$ cat config.mk
export PLATFORM = sky130hd
export DESIGN_NAME = otter_fetch_buffer_flat
export DESIGN_NICKNAME = d
export VERILOG_FILES = /design/src/rtl/otter_fetch_buffer_if.sv /design/src/rtl/otter_fetch_buffer.sv /design/src/flat_wrapper.sv
export SDC_FILE = /design/constraint.sdc
export NUM_CORES = 1
export LEC_CHECK = 0
export CORE_MARGIN = 5
export CORE_UTILIZATION = 40
export DETAILED_ROUTE_END_ITERATION = 6
export HOLD_SLACK_MARGIN = 0.05
export PLACE_DENSITY_LB_ADDON = 0.15
export SYNTH_ARGS = -nofsm -noshare
export SYNTH_HDL_FRONTEND = slang
export SYNTH_SLANG_ARGS = --single-unit
$ cat constraint.sdc
create_clock -name CLK -period 3.2 [get_ports CLK]
set_clock_uncertainty 0.05 [all_clocks]
set_input_delay 0.48 -clock CLK [delete_from_list [all_inputs] [get_ports CLK]]
set_output_delay 0.48 -clock CLK [all_outputs]
set_load 0.01 [all_outputs]
$ cat src/rtl/otter_fetch_buffer_if.sv
// Bundles the fetch buffer's signals: the instruction-memory request and
// response, the redirect, and the decoder-facing output.
// The fetch buffer connects through 'master'; its environment uses 'slave'.
interface otter_fetch_buffer_if #(
    parameter int DEPTH = 4
);
    localparam int FILL_W = $clog2(DEPTH) + 1;

    logic              IMEM_REQ;
    logic [31:0]       IMEM_ADDR;
    logic              IMEM_RVALID;
    logic [31:0]       IMEM_RDATA;
    logic              REDIRECT;
    logic [31:0]       REDIRECT_PC;
    logic              OUT_READY;
    logic              OUT_VALID;
    logic [31:0]       OUT_PC;
    logic [31:0]       OUT_INSTR;
    logic [6:0]        OUT_OPCODE;
    logic [2:0]        OUT_FUNC3;
    logic [6:0]        OUT_FUNC7;
    logic [FILL_W-1:0] FILL_LEVEL;

    modport master (
        output IMEM_REQ, IMEM_ADDR,
        input  IMEM_RVALID, IMEM_RDATA,
        input  REDIRECT, REDIRECT_PC,
        input  OUT_READY,
        output OUT_VALID, OUT_PC, OUT_INSTR, OUT_OPCODE, OUT_FUNC3, OUT_FUNC7,
        output FILL_LEVEL
    );

    modport slave (
        input  IMEM_REQ, IMEM_ADDR,
        output IMEM_RVALID, IMEM_RDATA,
        output REDIRECT, REDIRECT_PC,
        output OUT_READY,
        input  OUT_VALID, OUT_PC, OUT_INSTR, OUT_OPCODE, OUT_FUNC3, OUT_FUNC7,
        input  FILL_LEVEL
    );
endinterface

$ cat src/rtl/otter_fetch_buffer.sv
// OTTER instruction fetch buffer.
// Issues one word fetch at a time to instruction memory and queues the
// returned words, with their PCs, in an in-order FIFO for the decoder.
// A redirect empties the FIFO, restarts fetch at the new PC, and discards
// the response to any fetch that is still outstanding.
module otter_fetch_buffer #(
    parameter int          DEPTH    = 4,
    parameter logic [31:0] RESET_PC = 32'h0000_0000
) (
    input  logic                  CLK,
    input  logic                  RST,
    otter_fetch_buffer_if.master  bus
);
    localparam int PTR_W = $clog2(DEPTH);
    localparam int CNT_W = PTR_W + 1;

    typedef enum logic [1:0] {
        ST_IDLE      = 2'd0,
        ST_WAIT      = 2'd1,
        ST_WAIT_DROP = 2'd2
    } state_t;

    state_t             state_r;
    state_t             state_nxt_s;
    logic [31:0]        fetch_pc_r;
    logic [31:0]        fetch_pc_nxt_s;
    logic [31:0]        req_pc_r;
    logic [31:0]        req_pc_nxt_s;
    logic [31:0]        redirect_pc_s;

    logic [31:0]        fifo_pc_r    [DEPTH];
    logic [31:0]        fifo_instr_r [DEPTH];
    logic [PTR_W-1:0]   rd_ptr_r;
    logic [PTR_W-1:0]   wr_ptr_r;
    logic [CNT_W-1:0]   count_r;

    logic               empty_s;
    logic               full_s;
    logic               issue_s;
    logic               push_s;
    logic               pop_s;

    // Handshake qualifiers; reset and redirect suppress every FIFO and fetch action.
    always_comb begin
        empty_s       = (count_r == '0);
        full_s        = (count_r == CNT_W'(DEPTH));
        redirect_pc_s = bus.REDIRECT_PC & 32'hFFFF_FFFC;
        // Never issue into a full FIFO: the single outstanding response always has a slot.
        issue_s       = (state_r == ST_IDLE) && !RST && !bus.REDIRECT && !full_s;
        push_s        = (state_r == ST_WAIT) && bus.IMEM_RVALID && !RST && !bus.REDIRECT;
        pop_s         = !empty_s && bus.OUT_READY && !RST && !bus.REDIRECT;
    end

    // Fetch FSM next-state and fetch/request PC bookkeeping.
    always_comb begin
        state_nxt_s    = state_r;
        fetch_pc_nxt_s = fetch_pc_r;
        req_pc_nxt_s   = req_pc_r;
        case (state_r)
            ST_IDLE: begin
                if (bus.REDIRECT) begin
                    fetch_pc_nxt_s = redirect_pc_s;
                end else if (issue_s) begin
                    req_pc_nxt_s   = fetch_pc_r;
                    fetch_pc_nxt_s = fetch_pc_r + 32'd4;
                    state_nxt_s    = ST_WAIT;
                end else begin
                    state_nxt_s    = ST_IDLE;
                end
            end
            ST_WAIT, ST_WAIT_DROP: begin
                if (bus.REDIRECT) begin
                    fetch_pc_nxt_s = redirect_pc_s;
                end else begin
                    fetch_pc_nxt_s = fetch_pc_r;
                end
                // A response that lands with a redirect is consumed (and dropped) right away.
                if (bus.IMEM_RVALID) begin
                    state_nxt_s = ST_IDLE;
                end else if (bus.REDIRECT) begin
                    state_nxt_s = ST_WAIT_DROP;
                end else begin
                    state_nxt_s = state_r;
                end
            end
            default: begin
                state_nxt_s = ST_IDLE;
            end
        endcase
    end

    // FSM state and PC registers.
    always_ff @(posedge CLK) begin
        if (RST) begin
            state_r    <= ST_IDLE;
            fetch_pc_r <= RESET_PC;
            req_pc_r   <= RESET_PC;
        end else begin
            state_r    <= state_nxt_s;
            fetch_pc_r <= fetch_pc_nxt_s;
            req_pc_r   <= req_pc_nxt_s;
        end
    end

    // FIFO pointers and occupancy; reset and redirect both empty the queue.
    always_ff @(posedge CLK) begin
        if (RST) begin
            rd_ptr_r <= '0;
            wr_ptr_r <= '0;
            count_r  <= '0;
        end else if (bus.REDIRECT) begin
            rd_ptr_r <= '0;
            wr_ptr_r <= '0;
            count_r  <= '0;
        end else begin
            if (push_s) begin
                wr_ptr_r <= wr_ptr_r + 1'b1;
            end
            if (pop_s) begin
                rd_ptr_r <= rd_ptr_r + 1'b1;
            end
            case ({push_s, pop_s})
                2'b10:   count_r <= count_r + 1'b1;
                2'b01:   count_r <= count_r - 1'b1;
                default: count_r <= count_r;
            endcase
        end
    end

    // FIFO storage: PC and instruction word of each returned fetch.
    always_ff @(posedge CLK) begin
        if (push_s) begin
            fifo_pc_r[wr_ptr_r]    <= req_pc_r;
            fifo_instr_r[wr_ptr_r] <= bus.IMEM_RDATA;
        end
    end

    // Output drive: request from registered state, decoder fields from the head entry.
    always_comb begin
        bus.IMEM_REQ   = issue_s;
        bus.IMEM_ADDR  = fetch_pc_r;
        bus.FILL_LEVEL = count_r;
        bus.OUT_VALID  = !empty_s;
        if (!empty_s) begin
            bus.OUT_PC    = fifo_pc_r[rd_ptr_r];
            bus.OUT_INSTR = fifo_instr_r[rd_ptr_r];
        end else begin
            bus.OUT_PC    = 32'h0000_0000;
            bus.OUT_INSTR = 32'h0000_0000;
        end
        bus.OUT_OPCODE = bus.OUT_INSTR[6:0];
        bus.OUT_FUNC3  = bus.OUT_INSTR[14:12];
        bus.OUT_FUNC7  = bus.OUT_INSTR[31:25];
    end
endmodule

$ cat src/flat_wrapper.sv
// flat-port wrapper written by rule: the top's interface ports become plain ports
module otter_fetch_buffer_flat 
#(
    parameter int          DEPTH    = 4,
    parameter logic [31:0] RESET_PC = 32'h0000_0000
)
  (CLK, RST, bus_IMEM_REQ, bus_IMEM_ADDR, bus_IMEM_RVALID, bus_IMEM_RDATA, bus_REDIRECT, bus_REDIRECT_PC, bus_OUT_READY, bus_OUT_VALID, bus_OUT_PC, bus_OUT_INSTR, bus_OUT_OPCODE, bus_OUT_FUNC3, bus_OUT_FUNC7, bus_FILL_LEVEL);
  otter_fetch_buffer_if #(.DEPTH(DEPTH)) bus_i ();
  input  logic CLK;
  input  logic RST;
  output wire logic [$bits(bus_i.IMEM_REQ)-1:0] bus_IMEM_REQ;
  output wire logic [$bits(bus_i.IMEM_ADDR)-1:0] bus_IMEM_ADDR;
  input wire logic [$bits(bus_i.IMEM_RVALID)-1:0] bus_IMEM_RVALID;
  input wire logic [$bits(bus_i.IMEM_RDATA)-1:0] bus_IMEM_RDATA;
  input wire logic [$bits(bus_i.REDIRECT)-1:0] bus_REDIRECT;
  input wire logic [$bits(bus_i.REDIRECT_PC)-1:0] bus_REDIRECT_PC;
  input wire logic [$bits(bus_i.OUT_READY)-1:0] bus_OUT_READY;
  output wire logic [$bits(bus_i.OUT_VALID)-1:0] bus_OUT_VALID;
  output wire logic [$bits(bus_i.OUT_PC)-1:0] bus_OUT_PC;
  output wire logic [$bits(bus_i.OUT_INSTR)-1:0] bus_OUT_INSTR;
  output wire logic [$bits(bus_i.OUT_OPCODE)-1:0] bus_OUT_OPCODE;
  output wire logic [$bits(bus_i.OUT_FUNC3)-1:0] bus_OUT_FUNC3;
  output wire logic [$bits(bus_i.OUT_FUNC7)-1:0] bus_OUT_FUNC7;
  output wire logic [$bits(bus_i.FILL_LEVEL)-1:0] bus_FILL_LEVEL;
  assign bus_IMEM_REQ = bus_i.IMEM_REQ;
  assign bus_IMEM_ADDR = bus_i.IMEM_ADDR;
  assign bus_i.IMEM_RVALID = bus_IMEM_RVALID;
  assign bus_i.IMEM_RDATA = bus_IMEM_RDATA;
  assign bus_i.REDIRECT = bus_REDIRECT;
  assign bus_i.REDIRECT_PC = bus_REDIRECT_PC;
  assign bus_i.OUT_READY = bus_OUT_READY;
  assign bus_OUT_VALID = bus_i.OUT_VALID;
  assign bus_OUT_PC = bus_i.OUT_PC;
  assign bus_OUT_INSTR = bus_i.OUT_INSTR;
  assign bus_OUT_OPCODE = bus_i.OUT_OPCODE;
  assign bus_OUT_FUNC3 = bus_i.OUT_FUNC3;
  assign bus_OUT_FUNC7 = bus_i.OUT_FUNC7;
  assign bus_FILL_LEVEL = bus_i.FILL_LEVEL;
  otter_fetch_buffer #(.DEPTH(DEPTH), .RESET_PC(RESET_PC)) u_core (.CLK(CLK), .RST(RST), .bus(bus_i));
endmodule
======== After elaboration in Yosys (flattened, before gate mapping) ========
Memories as Yosys holds them, arrays and structs flattened. A register that Yosys moved wholly into a read port is not among the register bits.
Cells that the tools add are included.
W data, S select, Z words.
word-level totals
  register bits ........................... 73
  bits in latches ......................... 0
  bits in writable memories ............... 256
  memory bits (read-only) ................. 0
  bits of input ports ..................... 69
  output and inout port bits .............. 118
  word-level logic and storage cells ...... 63
  memories ................................ 2
memory list
  memory               words  width  rd ports  clocked after Yosys merged registers in  write ports  line                      text
  u_core.fifo_instr_r  4      32     1         1                                        1            otter_fetch_buffer.sv:32  logic [31:0] fifo_instr_r [DEPTH];
  u_core.fifo_pc_r     4      32     1         1                                        1            otter_fetch_buffer.sv:31  logic [31:0] fifo_pc_r [DEPTH];
operators by class
  add/subtract/negate cells ............... 5
  multipliers ............................. 0
  divide/modulo/power cells ............... 0
  magnitude comparators ................... 0
  equality and inequality tests ........... 9
  shift operators ......................... 0
  muxes and demuxes ....................... 18
  bitwise operators ....................... 1
  reduce and logical (&&, ||, !) cells .... 22
operators by type and width
  kind                     count
  $mux W32                 5
  $pmux W32 S2             1
  $add A32 B3 Y32 const B  1
  $mux W2                  7
  $logic_and A1 B1 Y1      9
  $ne A3 B3 Y1 const B     2
  $pmux W3 S2              1
  $reduce_and A3 Y1        2
  $add A2 B1 Y2 const B    2
  $eq A2 B1 Y1 const B     2
  $eq A2 B2 Y1 const B     2
  $logic_not A1 Y1         4
  $ne A2 B2 Y1 const B     2
  $pmux W2 S2              1
  $reduce_bool A2 Y1       2
  $reduce_or A2 Y1         2
  $add A3 B1 Y3 const B    1
  $eq A3 B3 Y1 const B     1
  $logic_not A3 Y1         1
  $mux W1                  3
  $sub A3 B1 Y3 const B    1
  $logic_not A2 Y1         1
  $reduce_and A2 Y1        1
  $not A1 Y1               1

======== Depth between registers and ports, before layout ========
Gate-level depths: netlist of run 1.
  word-level depth ........................ 7
  depth in mapped cells ................... 12
  depth with buffers taken out ............ 11

======== Worst setup path before layout of run 1 ========
Ideal clock, no wire load.
  path kind ............................... in2reg
  start ................................... input port bus_REDIRECT
  end ..................................... memory u_core.fifo_instr_r[0][0], enable pin
  library setup time ...................... 0.427 ns
  arrival time ............................ 2.895 ns
  required time ........................... 2.723 ns
  path slack .............................. -0.172 ns
  stages .................................. 6
  path buffers ............................ 2
  cell sequence ........................... clkbuf_1 > inv_1 > clkbuf_1 > nand2_1 > nor2_1 > and2_1
between the ends
  cells in the longest elaborated chain, start to end .. 4
RTL lines
  item                           line                       text
  start: declaration             flat_wrapper.sv:15         input wire logic [$bits(bus_i.REDIRECT)-1:0] bus_REDIRECT;
  $logic_not A1 Y1               otter_fetch_buffer.sv:50   push_s = (state_r == ST_WAIT) && bus.IMEM_RVALID && !RST && !bus.REDIRECT;
  $logic_and A1 B1 Y1            otter_fetch_buffer.sv:50
  $mux W1                        otter_fetch_buffer.sv:132  if (push_s) begin
  $mux W1 (implied by the code)  otter_fetch_buffer.sv:134  fifo_instr_r[wr_ptr_r] <= bus.IMEM_RDATA;
  end: declaration               otter_fetch_buffer.sv:32
No other way between the ends.

======== Worst setup path after layout of run 1 ========
  start ................................... register u_core.count_r[2] (netlist: u_core.bus.FILL_LEVEL[2])
  end ..................................... output port bus_OUT_PC[6]
between the ends
  cells in the longest elaborated chain, start to end .. 2
RTL lines
  item                      line                       text
  start: declaration        otter_fetch_buffer.sv:35   logic [CNT_W-1:0] count_r;
  start signal: assignment  otter_fetch_buffer.sv:123  2'b10: count_r <= count_r + 1'b1;
  start signal: assignment  otter_fetch_buffer.sv:124  2'b01: count_r <= count_r - 1'b1;
  start signal: assignment  otter_fetch_buffer.sv:125  default: count_r <= count_r;
  $logic_not A3 Y1          otter_fetch_buffer.sv:45   empty_s = (count_r == '0);
  $mux W32                  otter_fetch_buffer.sv:144  if (!empty_s) begin
  end: declaration          flat_wrapper.sv:19         output wire logic [$bits(bus_i.OUT_PC)-1:0] bus_OUT_PC;
No other way between the ends.

==> results.md, run 1 <==
- Placed Cells: 1400
- DRC: 0
- Highest-delay cell along the critical path: or3_2
- Worst R2R Setup Slack: 0.74 ns
- DRT iter0 DRCs: 438
- Largest net degree at the start of global routing: 63
- Vias per inst: 5.284
- Routed len/inst: 20.33 um
- PortBufs: 180
- Design area: 0.01652 mm2
- Synth warn: 0
- Hold crit path type: reg -> reg
- Worst path cell trace: or3_2 -> buf_12 -> and2_1 -> clkdlybuf4s50_1
- Die Span X: 189.9 um
- Synth cell types: 58
- Slew headroom: 53.48%
- Sequential cell area fraction in the yosys report: 68.51%
- Clock-pin transition on the worst setup and hold timing paths: 0.06 ns
- Root buf cell: clkbuf_16
- Post-CTS setup buffer count: 0
- Most common cell after layout, fill and taps aside: edfxtp_1
- Layout cells sized above 1: 15.93%
- CTS tree: done
- Total gr overflow: 0
- Max incr delay on CP: 0.63 ns
- Clk sinks: 319
- Non-Filler Instances: 1463
- Vias: 7731
- Post-synthesis adder-cell area fraction: 1.025%
- Gate Count Post-Synth: 852
- Resize count post-CTS: 0
- Syn avg cell area: 15.19 um2
- Part of the power in combinational logic: 4.6%
- Largest family of logic cells by synthesized area: multiplexers
- Placed inst area: 0.01534 mm2
- Global Route Usage Sum: 16.51%
- Post-synthesis mux area share: 11.10%
- DR pass1 iterations: 5
- Nets: 1117
- Fraction of the mapped netlist area in simple logic gates: 9.753%
- Largest buffer count on any clock path: 3
- Placer Congestion: 0.8279
- Reg2Reg Depth: 6
- Final min period: 2.967 ns
- Crit start category: flip-flop
- Synth Flop Type: edfxtp_1
- Fin. Hold Viols: 0
- Fin Setup TNS: 0 ns
- Cell Pwr Density: 548.6 mW/mm2
- Core box area: 0.03172 mm2
- Chip height: 189.9 um
- TritonCTS Buffers: 34
- Setup violators final: 0
- Antenna Nets Post-Route: 0
- Antenna Cells: 0
- VDD IR max: 0.2595 mV
- Synth Area in Compound Gates: 6.060%
- Hold depth: 2
- Post-synth EDFFs: 248
- Post-Route WL: 29740 um
- CTS Hold Bufs: 0
- #FFs+latches synth: 319
- Tcrit/Tclk final: 92.72%
- WP data required: 2.67 ns
- Most frequent cells in the layout: 248 x edfxtp_1, 180 x clkdlybuf4s50_1, 78 x nand2_1
- Slew Viols, Final: 0
- Sw Share: 20.13%
- Switch Pwr: 1825 uW
- RSZ-0062 raised after global routing: no
- DIE AREA: 0.03606 mm2
- H-tree depth: 2
- Netlist Area Pre-Place: 0.01294 mm2
- Status: finished clean
- Row cnt: 65
- Pleak: 0.005422 uW
- Fmax: 337.0 MHz
- Worst Tran Pin Value: 0.6978 ns
- Area grow syn2layout: 27.65%
- CP endpoint kind: primary output
- Hpwl dp: 19320 um
- Internal power: 7240 uW
- First-pass GRT wire length: 46480 um
- Critical path data arrival time: 2.44 ns
- Clock power frac: 44.5%
- Initial antenna violation count: 0
- Vias in the first global route: 7903
- # IOs: 187
- WS Path Type: reg -> out
- Share of flip-flops with an asynchronous set or reset: 0%
- Flop pwr share: 50.9%
- Max-Cap Viols: 0
- Skew-Pair Late Insertion Delay: 0.50 ns
- CP max FO: 55
- Synth Area in XOR/XNOR: 0.4060%
- Starting density of the core: 40.81%
[critical path: cells and delay by family (launching register included)]
family	cells	cell delay, ns
buf+inv	2	0.78
simple gates	2	0.79
flops	1	0.34
[registers in the layout (all words and copies together), names as in the netlist, named ones only]
name / flops
u_core.rd_ptr_r: 2
u_core.wr_ptr_r: 2
u_core.req_pc_r: 30
u_core.bus.FILL_LEVEL: 3
u_core.fifo_instr_r: 128
u_core.bus.IMEM_ADDR: 30
u_core.fifo_pc_r: 120
u_core.state_r: 2
[worst paths after layout]
kind,to,start
max,bus_OUT_PC[6],u_core.bus.FILL_LEVEL[2]
min,u_core.req_pc_r[20],u_core.req_pc_r[20]
max reg2reg,u_core.bus.IMEM_ADDR[28],u_core.bus.IMEM_ADDR[2]
min reg2reg,u_core.req_pc_r[20],u_core.req_pc_r[20]
[layer usage]
layer / routed length [um] / GRT usage (%) / vias up
met4: 495 / 3.979 / 0
met1: 13520 / 23.64 / 3808
met2: 13750 / 26.19 / 276
met5: 0 / 0 / -
met3: 1974 / 3.376 / 40
li1: - / - / 3607
[synthesized netlist by cell type, drive strengths merged, types with 6 or more instances]
cell type  count  share of area [%]
nor3           8               0.43
o21ai         51                2.0
a211oi        13               0.75
or4            6               0.35
dfxtp         71                 11
nand3         13               0.50
and3          10               0.48
mux4          62                 11
inv           11               0.32
a311oi         9               0.61
edfxtp       248                 58
and2          68                3.3
ha             9               0.87
buf           33                1.7
clkbuf        38                1.1
nand2         79                2.3
a21oi         19               0.73
nor2          40                1.2
[power by group through the flow]
stage	Clock, uW	Sequential, uW	Combinational (uW)
2_1_floorplan	0	4680	168
3_3_place_gp	0	4700	415
3_5_place_dp	0	4700	418
4_1_cts	4150	4610	421
5_1_grt	4340	4620	456
6_report	4040	4610	418
[metrics by stage]
step | setup slack (ns) | total power [uW] | utilization (%) | hold WS, ns
finish | 0.2328 | 9065 | 52.10 | 0.4508
global placement | 0.3875 | 5111 | 48.36 | 0.4337
global route | 0.1324 | 9418 | 52.10 | 0.4702
CTS | 0.04725 | 9179 | 52.00 | 0.4457
floorplan | 0.5017 | 4846 | - | 0.4100
detailed placement | 0.3971 | 5115 | 48.36 | 0.4474
[logic make-up after synthesis]
logic type               count (synthesis)
buffers and inverters                   83
AO/OA/AOI/OAI                          123
XOR/XNOR                                 6
adder cells (fa/ha/maj)                 10
AND/OR/NAND/NOR                        244
other                                    1
multiplexers                            66
flip-flops                             319
[cell type report]
class / count / area (um2)
tap: 402 / 503.0
clock buffer: 41 / 908.4
timing repair buffer: 218 / 2250
inverter: 12 / 45.04
multi-input combinational: 453 / 3696
fill: 2636 / 15190
sequential: 319 / 8876
clock inverter: 18 / 246.5
Note: power is estimated with default switching activity, not from simulation.
==> run 2: changes to the inputs <==
ABC_CLOCK_PERIOD_IN_PS = 3200   (was default)
CORE_MARGIN = 2   (was 5)
CORE_UTILIZATION = 49   (was 40)
==> run 2 against run 1 <==
  * First-iteration DRC count grew 47%
  * Routed wire length shrank 9.6%
  * Hold slack lost 0.0063 ns
  * Sequential power is essentially flat
  * Clock-buffer cell count grew 10
  * Sequential cell count is the same
  * Largest cell class unchanged
  * Largest power group unchanged
==> results.md, run 2 (synthesis results as in run 1) <==
- # IOs: 187
- Largest register FFs: 128
- WP data required: 2.67 ns
- Worst path cell trace: or3_2 -> buf_4 -> and2_1 -> clkdlybuf4s50_1
- Root buf cell: clkbuf_16
- Hold_sp: u_core.req_pc_r[4]
- Initial antenna violation count: 0
- Fin Setup TNS: 0 ns
- Total gr overflow: 0
- Vias: 7678
- CP endpoint kind: primary output
- Nets: 1110
- Worst R2R Setup Slack: 0.56 ns
- Pleak: 0.005328 uW
- Largest net degree at the start of global routing: 64
- Final worst setup slack: 0.2169 ns
- WS Path Type: reg -> out
- Post-CTS setup buffer count: 4
- Tcrit/Tclk final: 93.22%
- Largest regs: u_core.fifo_instr_r: 128 flops, u_core.fifo_pc_r: 120 flops
- Largest buffer count on any clock path: 3
- H-tree depth: 1
- CTS tree: done
- Highest-delay cell along the critical path: or3_2
- Reg with most FFs: u_core.fifo_instr_r
- CTS Hold Bufs: 0
- DR pass1 iterations: 4
- Chip height: 166.5 um
- CP max FO: 63
- Worst Tran Pin Value: 0.8842 ns
- Cell family with most CP delay: buffers and inverters
- Final core utilization: 62.54%
- Starting density of the core: 49.82%
- Row cnt: 59
- Status: finished clean
- Routed len/inst: 19.33 um
- Most common cell after layout, fill and taps aside: edfxtp_1
- Slew Viols, Final: 0
- DRC: 0
- Area grow syn2layout: 25.54%
- DRT iter0 DRCs: 643
- TritonCTS Buffers: 31
- Clock-pin transition on the worst setup and hold timing paths: 0.06 ns
- CP bufs+invs: 2
- DIE AREA: 0.02773 mm2
- Layout cells sized above 1: 15.45%
- Hold crit path type: reg -> reg
- Dpl ws: 0.3602 ns
- Crit start category: flip-flop
- Most frequent cells in the layout: 248 x edfxtp_1, 180 x clkdlybuf4s50_1, 78 x nand2_1
- RSZ-0062 raised after global routing: no
- Min-Delay Endpoint: u_core.fifo_pc_r[2][4]
- Fin. Hold Viols: 0
- VDD IR max: 0.3569 mV
- Post-Route WL: 26870 um
- Register Area: 0.008874 mm2
- Die Span X: 166.5 um
- Area of the multi-input gates: 0.003696 mm2
- Clk sinks: 319
- First-pass GRT wire length: 43040 um
- Slew headroom: 41.06%
- Reg2Reg Depth: 7
- PortBufs: 180
- Max incr delay on CP: 0.49 ns
- # fillers: 1922
- Skew-Pair Late Insertion Delay: 0.55 ns
- Vias per inst: 5.524
- Worst R2R End: u_core.bus.IMEM_ADDR[27]
- RR Startpoint: u_core.state_r[0]
- Vias in the first global route: 7714
- Placer Congestion: 0.8929
- Cell Pwr Density: 525.2 mW/mm2
- Hold depth: 0
- Max-Cap Viols: 0
- Critical path data arrival time: 2.45 ns
- Setup violators final: 0
- Core box area: 0.02598 mm2
- Design area: 0.01625 mm2
- Final min period: 2.983 ns
- Fmax: 335.2 MHz
- Placed inst area: 0.01519 mm2
- Hpwl dp: 17130 um
- Global Route Usage Sum: 19.50%
- Resize count post-CTS: 0
- Antenna Cells: 0
- Antenna Nets Post-Route: 0
-- run 2: cell count changes in the layout (fill, tap and decap cells not counted), moves of 2 or more --
cell       delta
bufinv_16     -6
inv_6         -2
clkinv_4      +2
buf_4         -2
clkbuf_1      +3
buf_12        -2
clkbuf_16     -3
clkinv_1      -3
clkbuf_8     +10
clkinv_2      -3
-- run 2: stage by stage --
stage | hold slack (ns) | cells | total power (uW)
after floorplan | 0.4100 | 855 | 4846
after global placement | 0.4309 | 1329 | 5092
after detailed placement | 0.4438 | 1329 | 5098
after CTS | 0.4518 | 1390 | 8619
after global routing | 0.4669 | 1390 | 8839
final | 0.4445 | 1390 | 8536
-- run 2: worst max-delay path by stage --
stage,start,to,slack [ns],depth (start not counted)
6_report,u_core.bus.FILL_LEVEL[2],bus_OUT_OPCODE[5],0.22,4
5_1_grt,u_core.bus.FILL_LEVEL[0],bus_OUT_OPCODE[5],0.06,4
4_1_cts,u_core.bus.FILL_LEVEL[2],bus_OUT_OPCODE[5],0.17,4
3_5_place_dp,RST,u_core.bus.IMEM_ADDR[27],0.36,6
3_3_place_gp,RST,u_core.bus.FILL_LEVEL[2],0.43,9
2_1_floorplan,bus_REDIRECT,u_core.fifo_instr_r[0][0],0.50,6
-- run 2: area by class of cell --
type / count / area share (%)
Inverter: 12 / 0.2772
Clock inverter: 6 / 0.2464
Clock buffer: 51 / 6.044
Multi-Input combinational cell: 453 / 22.74
Sequential cell: 319 / 54.60
Tap cell: 335 / 2.579
Timing Repair Buffer: 214 / 13.50
-- run 2: layer usage --
metal / GRT usage, % / up-vias / share of wire (%)
met5: 0 / - / 0
met4: 4.423 / 0 / 1.4
met3: 3.588 / 36 / 7.0
met2: 30.97 / 296 / 46
met1: 28.45 / 3757 / 45
li1: - / 3589 / -
-- run 2: power breakdown --
part | total (uW) | switching (uW) | leakage [uW] | internal [uW]
Clock | 3520 | 1440 | 0.000503 | 2080
Sequential | 4620 | 97.5 | 0.00286 | 4520
Combinational | 402 | 194 | 0.00197 | 207
==> run 3: changes to the inputs <==
CORE_UTILIZATION = 57   (was 49)
CTS_CLUSTER_SIZE = 10   (was default)
DONT_BUFFER_PORTS = 1   (was default)
RECOVER_POWER = 100   (was default)
==> run 3 against run 2 <==
  * The flow now finishes with violations (capacitance limit, slew limit)
  * Routed wire length decreased by 0.33%
  * Hold slack got worse by 0.34 ns
  * Clock power rose by 6.8%
  * Sequential share of layout area is 6.4 points higher
  * Cell count is 14% lower
  * Non-clock buffer count fell by 160
  * Fmax increased by 3.8%
  * Combinational power shrank 34%
  * First-iteration DRC count fell by 19%
  * Global-route usage increased by 3.4 points
  * Register-to-register slack got worse by 0.24 ns
==> results.md, run 3 (synthesis results as in run 1) <==
- Status: finished with violations
- Failing checks: capacitance limit, slew limit
- Final core utilization: 64.79%
- Post-Route WL: 26780 um
- Met3 Use GR: 7.565%
- WP data required: 3.54 ns
- Area grow syn2layout: 12.27%
- Antenna Nets Post-Route: 0
- First-pass GRT wire length: 42200 um
- Switch Pwr: 1767 uW
- Routed len/inst: 22.45 um
- Internal power: 6891 uW
- Critical path data arrival time: 3.21 ns
- Max-Cap Viols: 1
- Row cnt: 55
- DRT iter0 DRCs: 524
- Final min period: 2.875 ns
- Total gr overflow: 0
- Vias per inst: 5.974
- Fin. Hold Viols: 0
- Cell family with most CP delay: simple AND/OR/NAND/NOR gates
- WS Path Type: reg -> reg
- CP endpoint kind: flip-flop
- Clock power frac: 43.5%
- Part of the power in combinational logic: 3.1%
- Largest register FFs: 128
- Placer Congestion: 0.8701
- Post-CTS setup buffer count: 0
- Resize count post-CTS: 0
- Nets: 957
- Max incr delay on CP: 0.92 ns
- TritonCTS Buffers: 38
- Setup violators final: 0
- Hpwl dp: 16040 um
- Clk sinks: 319
- Slew headroom: -11.34%
- DR pass1 iterations: 5
- Largest buffer count on any clock path: 3
- GR Layer Usage met1: 30.52%
- Design area: 0.01453 mm2
- Layout cells sized above 1: 14.79%
- Root buf cell: clkbuf_16
- VDD IR max: 0.3023 mV
- Largest net degree at the start of global routing: 64
- DRC: 0
- Worst Tran Pin Value: 1.670 ns
- Sw Share: 20.41%
- RSZ-0062 raised after global routing: no
- Dpl ws: 0.5483 ns
- Fmax: 347.8 MHz
- Die Span X: 154.7 um
- Starting density of the core: 57.70%
- Highest-delay cell along the critical path: or2_0
- DIE AREA: 0.02393 mm2
- PortBufs: 0
- Hold crit path type: in -> reg
- Flop pwr share: 53.5%
- Clock-pin transition on the worst setup and hold timing paths: 0.05 ns
- Core box area: 0.02243 mm2
- Cell Pwr Density: 595.7 mW/mm2
- CP max FO: 20
- Placed inst area: 0.01321 mm2
- Tcrit/Tclk final: 89.85%
- Final worst setup slack: 0.3248 ns
- Most common cell after layout, fill and taps aside: edfxtp_1
- Most frequent cells in the layout: 248 x edfxtp_1, 78 x nand2_1, 69 x dfxtp_1
- Met2 Resource Use GR: 37.05%
- CTS tree: done
- Worst path cell trace: inv_1 -> ha_1 -> or2_0 -> nor3_1 -> clkbuf_2 -> and2_1 -> a2111oi_2
- Pleak: 0.004648 uW
- # IOs: 187
- Slew Viols, Final: 63
- Crit start category: flip-flop
- H-tree depth: 2
- Chip height: 154.7 um
- Vias: 7127
- Busiest grt layer: met2
- Initial antenna violation count: 2
- Largest regs: u_core.fifo_instr_r: 128 flops, u_core.fifo_pc_r: 120 flops
- Reg with most FFs: u_core.fifo_instr_r
- Fin Setup TNS: 0 ns
- Skew-Pair Late Insertion Delay: 0.49 ns
- Vias in the first global route: 7554
- CP bufs+invs: 2
- Global Route Usage Sum: 22.90%
## run 3: cell types whose count changed in the layout (fill, tap and decap cells not counted), sizes merged
cell,change
inv,+1
dlygate4sd3,+33
clkbuf,+22
clkdlybuf4s50,-180
clkinvlp,-1
clkinv,-2
diode,+2
buf,-22
## run 3: worst register-to-register path: stages, from the launching register on
cell and delay [ns]:
dfxtp_1 0.39, inv_1 0.06, ha_1 0.42, or2_0 0.92
nor3_1 0.10, clkbuf_2 0.26, and2_1 0.22, a2111oi_2 0.35
## run 3: cell type report
cell class | instances | area (um2)
Antenna cell | 2 | 5.005
Clock buffer | 64 | 1070
Clock inverter | 4 | 25.02
Fill cell | 1605 | 7900
Inverter | 12 | 45.04
Multi-Input combinational cell | 453 | 3670
Sequential cell | 319 | 8874
Tap cell | 285 | 356.6
Timing Repair Buffer | 54 | 489.2
## run 3: path summary, 6_finish.rpt
check | from | endpoint | slack [ns] | depth (start not counted)
worst max-delay path | u_core.state_r[0] | u_core.bus.IMEM_ADDR[28] | 0.32 | 7
worst min-delay path | RST | u_core.bus.IMEM_ADDR[30] | 0.10 | 2
worst max register to register | u_core.state_r[0] | u_core.bus.IMEM_ADDR[28] | 0.32 | 7
worst min register to register | u_core.req_pc_r[9] | u_core.fifo_pc_r[1][9] | 0.44 | 0
## run 3: layer usage
layer | share of wire [%] | vias to the layer above | wire (um)
met5 | 0.049 | - | 13
met4 | 1.4 | 2 | 385
met3 | 8.7 | 33 | 2334
met2 | 48 | 244 | 12900
met1 | 42 | 3555 | 11150
li1 | - | 3293 | -
## run 3: power groups by stage
stage | logic (uW) | registers, uW | clock network, uW
2_1_floorplan | 168 | 4680 | 0
5_1_grt | 298 | 4640 | 4030
3_3_place_gp | 214 | 4710 | 0
4_1_cts | 273 | 4630 | 3850
3_5_place_dp | 218 | 4710 | 0
6_report | 267 | 4630 | 3760
## run 3: per-stage QoR
step,std cells,hold WS [ns],total power [uW]
3_5_place_dp,1090,0.4381,4932
6_report,1193,0.1001,8658
5_1_grt,1191,0.08061,8961
4_1_cts,1191,0.07322,8753
2_1_floorplan,855,0.4100,4846
3_3_place_gp,1090,0.4179,4922
## run 3: what timing repair did
action	4_1_cts	5_1_grt
setup endpoints to repair	0	0
hold buffers	33	0
hold endpoints to repair	152	0
